==> src/rtl/scan_mux_pkg.sv <==
// Shared types and helpers for the sensor scan selector.
package scan_mux_pkg;

   typedef enum logic {
      S_MAN,
      S_SCAN
   } state_t;

   localparam logic MODE_MAN  = 1'b0;
   localparam logic MODE_SCAN = 1'b1;

   // Dwell counter must represent 0..dwell-1 without wrapping; never narrower than 1 bit.
   function automatic int cnt_width(input int dwell);
      int w;
      w = $clog2(dwell + 1);
      return (w < 1) ? 1 : w;
   endfunction

endpackage

==> src/rtl/rr_next_ch.sv <==
// Round-robin search for the next enabled channel after cur, wrapping past N_CH-1.
module rr_next_ch
   import scan_mux_pkg::*;
#(
   parameter int N_CH  = 4,
   parameter int SEL_W = 2
) (
   input  logic [SEL_W-1:0] cur,
   input  logic [N_CH-1:0]  ch_en,
   output logic [SEL_W-1:0] nxt,
   output logic             wrap,
   output logic             none_en
);

   logic             found;
   logic [SEL_W-1:0] cand;

   // Candidate k=N_CH is cur itself, so a lone enabled channel re-selects itself.
   always_comb begin
      nxt   = cur;
      found = 1'b0;
      cand  = '0;
      for (int k = 1; k <= N_CH; k++) begin
         cand = SEL_W'((int'(cur) + k) % N_CH);
         if (!found && ch_en[cand]) begin
            found = 1'b1;
            nxt   = cand;
         end
      end
      none_en = ~found;
      wrap    = found && (nxt <= cur);
   end

endmodule

==> src/rtl/sensor_scan_mux.sv <==
// N-channel registered selector with manual select and autonomous dwell-based scan.
// Optional channel-enable mask in scan mode: define SCAN_CH_MASK_EN.
module sensor_scan_mux
   import scan_mux_pkg::*;
#(
   parameter int  N_CH  = 4,
   parameter int  W     = 1,
   parameter int  DWELL = 8,
   localparam int SEL_W = (N_CH > 1) ? $clog2(N_CH) : 1
) (
   input  logic              clk,
   input  logic              rst,
   input  logic              mode,
   input  logic [SEL_W-1:0]  sel,
   input  logic              hold,
`ifdef SCAN_CH_MASK_EN
   input  logic [N_CH-1:0]   ch_en,
`endif
   input  logic [N_CH*W-1:0] din,
   output logic [W-1:0]      dout,
   output logic [SEL_W-1:0]  ch_idx,
   output logic              sample_vld,
   output logic              scan_done
);

   localparam int               CNT_W    = cnt_width(DWELL);
   localparam logic [CNT_W-1:0] CNT_LAST = CNT_W'(DWELL - 1);
   localparam logic [SEL_W-1:0] IDX_LAST = SEL_W'(N_CH - 1);

   state_t           state;
   logic [CNT_W-1:0] cnt;
   logic [SEL_W-1:0] idx;
   logic [SEL_W-1:0] idx_nxt;
   logic [SEL_W-1:0] idx_first;
   logic             idx_wrap;
   logic             none_en;
   logic [W-1:0]     ch [N_CH];

   for (genvar k = 0; k < N_CH; k++) begin : g_ch
      assign ch[k] = din[k*W +: W];
   end

`ifdef SCAN_CH_MASK_EN
   rr_next_ch #(
      .N_CH  (N_CH),
      .SEL_W (SEL_W)
   ) u_rr (
      .cur     (idx),
      .ch_en   (ch_en),
      .nxt     (idx_nxt),
      .wrap    (idx_wrap),
      .none_en (none_en)
   );

   // Scan entry starts from the lowest enabled channel (0 when none are enabled).
   always_comb begin
      idx_first = '0;
      for (int k = N_CH - 1; k >= 0; k--) begin
         if (ch_en[k]) idx_first = SEL_W'(k);
      end
   end
`else
   assign idx_nxt   = (idx == IDX_LAST) ? '0 : idx + SEL_W'(1);
   assign idx_wrap  = (idx == IDX_LAST);
   assign none_en   = 1'b0;
   assign idx_first = '0;
`endif

   always_ff @(posedge clk) begin
      if (rst) begin
         state      <= S_MAN;
         dout       <= '0;
         ch_idx     <= '0;
         sample_vld <= 1'b0;
         scan_done  <= 1'b0;
         cnt        <= '0;
         idx        <= '0;
      end else begin
         sample_vld <= 1'b0;
         scan_done  <= 1'b0;
         unique case (state)
            S_MAN: begin
               if (mode == MODE_SCAN) begin
                  state <= S_SCAN;
                  idx   <= idx_first;
                  cnt   <= '0;
               end else if (int'(sel) < N_CH) begin
                  dout       <= ch[sel];
                  ch_idx     <= sel;
                  sample_vld <= 1'b1;
               end else begin
                  dout <= '0;
               end
            end
            S_SCAN: begin
               // Mode change wins over hold; manual sampling resumes next cycle.
               if (mode == MODE_MAN) begin
                  state <= S_MAN;
               end else if (hold) begin
                  cnt <= cnt;
               end else if (none_en) begin
                  cnt <= '0;
               end else if (cnt == CNT_LAST) begin
                  dout       <= ch[idx];
                  ch_idx     <= idx;
                  sample_vld <= 1'b1;
                  scan_done  <= idx_wrap;
                  cnt        <= '0;
                  idx        <= idx_nxt;
               end else begin
                  cnt <= cnt + CNT_W'(1);
               end
            end
            default: state <= S_MAN;
         endcase
      end
   end

endmodule
==> config.mk <==
export PLATFORM = sky130hd
export DESIGN_NAME = sensor_scan_mux
export DESIGN_NICKNAME = d
export VERILOG_FILES = /design/src/rtl/scan_mux_pkg.sv /design/src/rtl/rr_next_ch.sv /design/src/rtl/sensor_scan_mux.sv
export SDC_FILE = /design/constraint.sdc
export NUM_CORES = 1
export LEC_CHECK = 0
export CORE_MARGIN = 5
export CORE_UTILIZATION = 51
export CTS_BUF_LIST = sky130_fd_sc_hd__clkbuf_4 sky130_fd_sc_hd__clkbuf_8
export CTS_CLUSTER_SIZE = 12
export DETAILED_ROUTE_END_ITERATION = 6
export GPL_TIMING_DRIVEN = 1
export PLACE_DENSITY = 0.78
export SLEW_MARGIN = 5
export SYNTH_ARGS = -nofsm -noshare
export SYNTH_HDL_FRONTEND = slang
export SYNTH_SLANG_ARGS = --single-unit
==> constraint.sdc <==
create_clock -name clk -period 1.6 [get_ports clk]
set_input_delay 0.16 -clock clk [delete_from_list [all_inputs] [get_ports clk]]
set_output_delay 0.16 -clock clk [all_outputs]
set_load 0.005 [all_outputs]
==> results of run 1 <==
## cells by family (layout without fill, tap and decap cells)
logic type | Yosys count | count (layout) | synth area share
mux | 6 | 6 | 0.107
compound gates | 14 | 14 | 0.196
flops | 12 | 12 | 0.348
xor+xnor | 2 | 2 | 0.0254
simple gates | 27 | 27 | 0.226
buf+inv | 6 | 26 | 0.0435
fa+ha+maj | 3 | 3 | 0.0544
## stage by stage
step                hold slack (ns)  instances
floorplan                     0.234         70
global placement              0.455        102
detailed placement            0.460        102
CTS                           0.471        105
global route                  0.502        105
finish                        0.467        105
## synthesized netlist by cell type
cell type / n
dfxtp_1: 12
nor2_1: 9
a21oi_1: 4
inv_1: 4
mux2i_1: 4
nand2_1: 4
ha_1: 3
nand2b_1: 3
nor3_1: 3
nor3_2: 2
o21ai_0: 2
xnor2_1: 2
a211oi_1: 1
a211oi_2: 1
a21bo_1: 1
a21oi_2: 1
a221oi_2: 1
a221oi_4: 1
a22o_1: 1
and3_1: 1
and4bb_1: 1
buf_6: 1
clkbuf_1: 1
mux2_2: 1
mux4_2: 1
nand2b_4: 1
nand3_1: 1
nand3b_1: 1
nand4b_1: 1
o21ai_4: 1
## state kept, by name, indices dropped and copies added, names as in the netlist
signal / count
dout: 1
state: 1
scan_done: 1
sample_vld: 1
ch_idx: 2
idx: 2
cnt: 4
## metal layers
layer | vias up | wire length (µm) | track usage
li1 | 294 | - | -
met1 | 253 | 625 | 0.184
met2 | 12 | 657 | 0.236
met3 | 2 | 85 | 0.0843
met4 | 0 | 12 | 0.0497
met5 | - | 0 | 0
## layout make-up
cell class,count,share of cell area
Multi-Input combinational cell,52,0.470
Sequential cell,12,0.269
Timing Repair Buffer,19,0.199
Clock buffer,3,0.0252
Tap cell,15,0.0210
Inverter,4,0.0168
## where the power goes
part	switching (mW)	internal, mW	leakage [nW]	total (mW)
Combinational	0.0562	0.0788	0.237	0.135
Sequential	0.0102	0.310	0.0978	0.321
Clock	0.0874	0.0870	0.0138	0.174
## how the worst max path moves through the flow
stage | start | slack, ns | to
2_1_floorplan | cnt[0]$_SDFFE_PP0P_ | 0.22 | idx[1]$_SDFFE_PP0P_
3_3_place_gp | mode | 0.03 | idx[0]$_SDFFE_PP0P_
3_5_place_dp | mode | -0.0008 | idx[0]$_SDFFE_PP0P_
4_1_cts | cnt[0]$_SDFFE_PP0P_ | 0.12 | idx[1]$_SDFFE_PP0P_
5_1_grt | cnt[1]$_SDFFE_PP0P_ | 0.02 | idx[0]$_SDFFE_PP0P_
6_report | cnt[0]$_SDFFE_PP0P_ | 0.13 | idx[1]$_SDFFE_PP0P_
## worst max-delay path, stage by stage, from the launching register on
cell and delay [ns]:
dfxtp_1 0.38, ha_1 0.22, nand3b_1 0.19, a221oi_4 0.36, nand2b_1 0.14, a21oi_1 0.07
==> out/results.ini, run 1 <==
[place]
pre_cts_slack_ns=-0.000786
dpl.hpwl_um=1130
port-buffer-count=14
gp_congestion=0.815
placed_area_um2=872

[synthesis]
yosys.area.top_type_share=0.348
ys_ff_latch=12
netlist_instances=70
synth_cell_types=30
synthesis.nets=83
synth_area_um2=691
postSynthAreaPerCell_um2=9.87
yosys_warnings=0
ys_top_cells_by_area=dfxtp_1 (35%), mux2i_1 (5.8%), ha_1 (5.4%)
ys_seq_area_frac=0.348
synth_area_leader_cell=dfxtp_1

[hold_path]
holdPathEnd=dout$_SDFFE_PP0P_
hold_depth=2
hold_class=flip-flop to flip-flop
hp-start=dout$_SDFFE_PP0P_

[sta]
finClkSkew_ns=0.000890
min_period_over_period=0.919
setup_violations=0
slew_viol_final=0
rsz0062_at_grt=no
finalSetupTns_ns=0
fmax_mhz=680
worst_pin_slew_ns=0.366
setup_ws_ns=0.130
timing_hold_violations_final=0
slew_headroom=0.756
finalCriticalPeriod_ns=1.47

[worst_setup_path]
cp-start-kind=flip-flop
reg2reg_slack_ns=0.13
reg2regPathDepth=5
rr_startpoint=cnt[0]$_SDFFE_PP0P_
crit_path_end_kind=flip-flop
cp_max_fo=4
path_class=flip-flop to flip-flop
r2r_end=idx[1]$_SDFFE_PP0P_
cp.arrival_ns=1.62
crit_required_ns=1.75

[cells_and_area]
nFillCells=103
postLayoutCoreUtil=0.696
layout.nets=105
regArea_um2=240
drive_gt1_frac=0.200
stdcell_area_um2=895
final_common_cell=clkdlybuf4s50_1
area_delta_synth_final_pct=29.5
multi_input_area_um2=420
final_cell_mix=clkdlybuf4s50_1 (14), dfxtp_1 (12), nor2_1 (9), buf_4 (5)
diodes=0

[power_and_ir_drop]
ir_drop_v=0.000622
p_leak_nw=0.349
powerDensity_nw_per_um2=704
finalPower_uw=630

[die]
die_x_um=46.8
core_area_um2=1280
die_h_um=46.8
start_util=0.537
io_pins=15
die-area_um2=2190
placementRows=13

[grt]
grt_start_max_net_pins=9
gr-usage-all-layers=0.154
antenna_found_initial=0
grt_pass1_vias=563
grt_pass1_wl_um=2330
grt_overflow=0

[cts]
worstSkewPairLatency_ns=0.26
ctsHoldBuffers=0
htreeDepth=1
postCtsResizedCells=0
root_buffer=clkbuf_4
cts_tree=built
cts_inserted_buffers=3
clockBufferDepth=2
post_cts_buffers=0
cts.sinks=12
clk_pin_slew_ns=0.06

[route]
wl_per_cell_um=13.2
first_pass_iters=4
viasPerCell=5.34
detail-route-antenna-nets=0
dr.first_iter.drc_count=13
wirelength_um=1380
drcViolationCount=0
vias=561

[run_status]
outcome=finished, final reports clean

[flow_run]
maxCapViolCount=0

(Power assumes the default switching activity.)
==> inputs of run 2 (changes only) <==
- CORE_UTILIZATION: 51 -> 46
- CTS_CLUSTER_SIZE: 12 -> 30
- PLACE_DENSITY: 0.78 -> 0.74
- clock period: 1.6 -> 1.2 ns (I/O delays scaled with it)
==> out/results.ini, run 2 (synthesized netlist as in run 1, its figures left out) <==
[run_status]
outcome=finished with violations
violations=setup timing

[grt]
grt_use_met3=0.0491
grt_start_max_net_pins=7
grt.busiest_layer=met2
grt_pass1_vias=671
gr-usage-all-layers=0.156
grt_pass1_wl_um=2950
antenna_found_initial=0
globalRouteMet1Util=0.184
grt_use_met2=0.270
grt_overflow=0

[route]
viasPerCell=5.52
wl_per_cell_um=15.5
vias=635
detail-route-antenna-nets=0
dr.first_iter.drc_count=9
first_pass_iters=4
drcViolationCount=0
wirelength_um=1780

[sta]
worst_pin_slew_ns=0.259
slew_headroom=0.826
finalSetupTns_ns=-0.946
setup_ws_ns=-0.190
finalCriticalPeriod_ns=1.39
timing.hold.ws_ns=0.454
fmax_mhz=719
slew_viol_final=0
setup_violations=8
timing_hold_violations_final=0
rsz0062_at_grt=yes
min_period_over_period=1.16
finClkSkew_ns=0.00763

[worst_setup_path]
cp.arrival_ns=1.55
reg2reg_slack_ns=-0.19
max_stage_delay_ns=0.38
crit_required_ns=1.36
crit_end=cnt[0]$_SDFFE_PP0P_
cp_top_family=compound AO/OA/AOI/OAI gates
reg2regPathDepth=5
cp_max_fo=3
crit_path_end_kind=flip-flop
path_buf_inv=1
rr_startpoint=cnt[1]$_SDFFE_PP0P_
path_class=flip-flop to flip-flop
r2r_end=cnt[0]$_SDFFE_PP0P_
cp_slowest_cell=a221oi_4
crit_chain=ha_4, nand3b_1, a221oi_4, buf_4, nor3_2
cp_num_cells=5
cp-start-kind=flip-flop
crit_start=cnt[1]$_SDFFE_PP0P_

[cells_and_area]
largest_register_ffs=4
regMostFlops=cnt
layout.nets=114
biggestRegsByFlops=cnt: 4 flops, ch_idx: 2 flops, idx: 2 flops
final_cell_mix=buf_4 (12), nor2_1 (9), clkdlybuf4s50_1 (9), dfxtp_1 (8)
final_cells=115
postLayoutCoreUtil=0.709
diodes=0
final_common_cell=buf_4
drive_gt1_frac=0.404
area_delta_synth_final_pct=51.1

[cts]
cts.sinks=12
cts_tree=built
clockBufferDepth=2
clk_pin_slew_ns=0.08
ctsHoldBuffers=0
worstSkewPairLatency_ns=0.27
root_buffer=clkbuf_4
htreeDepth=1
cts_inserted_buffers=3

[place]
port-buffer-count=14
dp_cells=111
dpl.hpwl_um=1230
gp_congestion=0.813

[die]
die_x_um=48.8
die_h_um=48.8
core_area_um2=1470
die-area_um2=2380
placementRows=14
start_util=0.469
io_pins=15

[power_and_ir_drop]
finalPower_uw=899
p_leak_nw=0.439
ir_drop_v=0.000532
powerDensity_nw_per_um2=862

[hold_path]
hold_class=flip-flop to flip-flop
hold_depth=2

[flow_run]
maxCapViolCount=0

run 2: metal layers:
| layer | part of all wire | vias to the layer above |
|---|---|---|
| li1 | - | 313 |
| met1 | 0.44 | 310 |
| met2 | 0.52 | 8 |
| met3 | 0.028 | 4 |
| met4 | 0.0090 | 0 |
| met5 | 0 | - |
run 2: cell type report:
| class | count | area (µm²) |
|---|---|---|
| sequential | 12 | 250 |
| fill | 120 | 428 |
| clock buffer | 3 | 22.5 |
| multi-input combinational | 52 | 485 |
| tap | 16 | 20.0 |
| timing repair buffer | 28 | 250 |
| inverter | 4 | 15.0 |
run 2: per-stage QoR:
stage | area, µm² | worst slack, ns
after CTS | 1010 | -0.126
final | 1040 | -0.190
after floorplan | 711 | -0.101
after global placement | 953 | -0.341
after detailed placement | 953 | -0.419
after global routing | 1040 | -0.226
run 2: worst min-delay path by stage:
stage	from	end	slack, ns
3_3_place_gp	dout$_SDFFE_PP0P_	dout$_SDFFE_PP0P_	0.45
6_report	dout$_SDFFE_PP0P_	dout$_SDFFE_PP0P_	0.45
4_1_cts	dout$_SDFFE_PP0P_	dout$_SDFFE_PP0P_	0.46
2_1_floorplan	rst	state$_SDFF_PP0_	0.19
3_5_place_dp	dout$_SDFFE_PP0P_	dout$_SDFFE_PP0P_	0.45
5_1_grt	dout$_SDFFE_PP0P_	dout$_SDFFE_PP0P_	0.47
run 2: worst min-delay path, cell delays in order, from the launching register on:
cell and delay (ns):
dfxtp_2 0.32, inv_1 0.05, a221oi_2 0.05
run 2: what timing repair did:
action	in CTS	in global routing
endpoints found under the hold margin	0	0
setup buffers	1	2
pin swaps	3	7
gates resized for setup	12	8
setup endpoints to repair	13	10
run 2: report_power, final:
| part | switching [mW] | internal, mW |
|---|---|---|
| sequential | 0.0116 | 0.412 |
| combinational | 0.0964 | 0.129 |
| clock | 0.135 | 0.116 |
| total | 0.243 | 0.657 |
==> inputs of run 3 (changes only) <==
--- a/constraint.sdc
+++ b/constraint.sdc
@@ -3,2 +3,2 @@
 set_output_delay 0.12 -clock clk [all_outputs]
-set_load 0.005 [all_outputs]
+set_load 0.05 [all_outputs]
==> out/results.ini, run 3 (synthesized netlist as in run 1, its figures left out) <==
[run_status]
outcome=finished with violations
violations=setup timing

[worst_setup_path]
cp_top_family=flip-flops
max_stage_delay_ns=0.36
path_class=flip-flop to flip-flop
crit_required_ns=1.37
cp.arrival_ns=1.54
path_buf_inv=1
crit_chain=ha_4, nand3b_1, a221oi_4, buf_4, nor3_2
cp_slowest_cell=dfxtp_2
cp_max_fo=3
crit_path_end_kind=flip-flop
cp-start-kind=flip-flop

[cells_and_area]
area_delta_synth_final_pct=56.2
largest_register_ffs=4
diodes=0
final_cell_mix=buf_4 (13), dfxtp_1 (9), clkdlybuf4s50_1 (9), nor2_1 (8), buf_12 (5)
layout.nets=113
biggestRegsByFlops=cnt: 4 flops, ch_idx: 2 flops, idx: 2 flops
postLayoutCoreUtil=0.733
regMostFlops=cnt
final_common_cell=buf_4
drive_gt1_frac=0.414

[place]
port-buffer-count=14
gp_congestion=0.755
dpl.hpwl_um=1310

[grt]
grt_overflow=0
antenna_found_initial=0
grt_pass1_vias=629
grt_pass1_wl_um=2780
gr-usage-all-layers=0.153
grt_start_max_net_pins=9

[cts]
cts_inserted_buffers=3
htreeDepth=1
clockBufferDepth=2
root_buffer=clkbuf_4
worstSkewPairLatency_ns=0.28
ctsHoldBuffers=0
cts_tree=built
clk_pin_slew_ns=0.08
cts.sinks=12

[sta]
finalCriticalPeriod_ns=1.37
fmax_mhz=731
finClkSkew_ns=0.00799
setup_ws_ns=-0.169
rsz0062_at_grt=yes
timing_hold_violations_final=0
setup_violations=9
min_period_over_period=1.14
worst_pin_slew_ns=0.240
slew_viol_final=0
slew_headroom=0.840

[hold_path]
hold_class=input port to flip-flop

[power_and_ir_drop]
powerDensity_nw_per_um2=947
ir_drop_v=0.000942
finalPower_mw=1.02
p_leak_nw=0.423

[die]
core_area_um2=1470
die_x_um=48.8
start_util=0.469
placementRows=14
die_h_um=48.8
io_pins=15
die-area_um2=2380

[route]
wl_per_cell_um=14.7
vias=623
wirelength_um=1690
viasPerCell=5.42
detail-route-antenna-nets=0
dr.first_iter.drc_count=10
drcViolationCount=0
first_pass_iters=4

[flow_run]
maxCapViolCount=0

run 3: cell types whose count changed in the layout (fill, tap and decap cells not counted), moves of 2 or more:
| cell | before | now |
|---|---|---|
| buf_12 | 0 | 5 |
| dlygate4sd2_1 | 4 | 0 |
| a21oi_1 | 2 | 4 |
| a21oi_2 | 2 | 0 |
| buf_6 | 2 | 0 |
run 3: cell type report:
type	instances	area (µm²)
fill	113	393
tap	16	20.0
inverter	4	15.0
sequential	12	246
timing repair buffer	27	288
multi-input combinational	52	473
clock buffer	4	36.3
run 3: through the flow:
stage	setup TNS, ns	area (µm²)	cells	worst slack [ns]	hold slack (ns)
finish	-1.00	1080	115	-0.169	0.463
detailed placement	-3.31	996	110	-0.413	0.535
global placement	-2.82	996	110	-0.330	0.489
CTS	-0.938	1060	115	-0.162	0.459
floorplan	-0.200	711	70	-0.101	0.194
global route	-1.58	1080	115	-0.221	0.501
run 3: worst paths after layout:
kind | start | end | slack (ns) | depth (start not counted)
setup / recovery | cnt[1]$_SDFFE_PP0P_ | cnt[0]$_SDFFE_PP0P_ | -0.17 | 5
hold reg to reg | dout$_SDFFE_PP0P_ | dout$_SDFFE_PP0P_ | 0.55 | 2
setup reg to reg | cnt[1]$_SDFFE_PP0P_ | cnt[0]$_SDFFE_PP0P_ | -0.17 | 5
hold / removal | rst | sample_vld$_SDFF_PP0_ | 0.46 | 2
run 3: metal layers:
layer / share of wire / wire length (µm) / global-route usage / vias up
li1: - / - / - / 309
met1: 0.40 / 675 / 0.166 / 301
met2: 0.54 / 904 / 0.261 / 9
met3: 0.046 / 77 / 0.0583 / 4
met4: 0.018 / 31 / 0.0673 / 0
met5: 0 / 0 / 0 / -
run 3: what timing repair did:
item,4_1_cts,5_1_grt
setup endpoints to repair,9,10
buffers inserted,1,0
pin swaps,1,1
resized for setup,4,5
cloned,0,0
run 3: where the power goes:
group | switching (mW) | leakage, nW | internal [mW]
clock network | 0.136 | 0.0210 | 0.185
logic | 0.124 | 0.303 | 0.145
registers | 0.0186 | 0.0993 | 0.414
total | 0.278 | 0.423 | 0.743
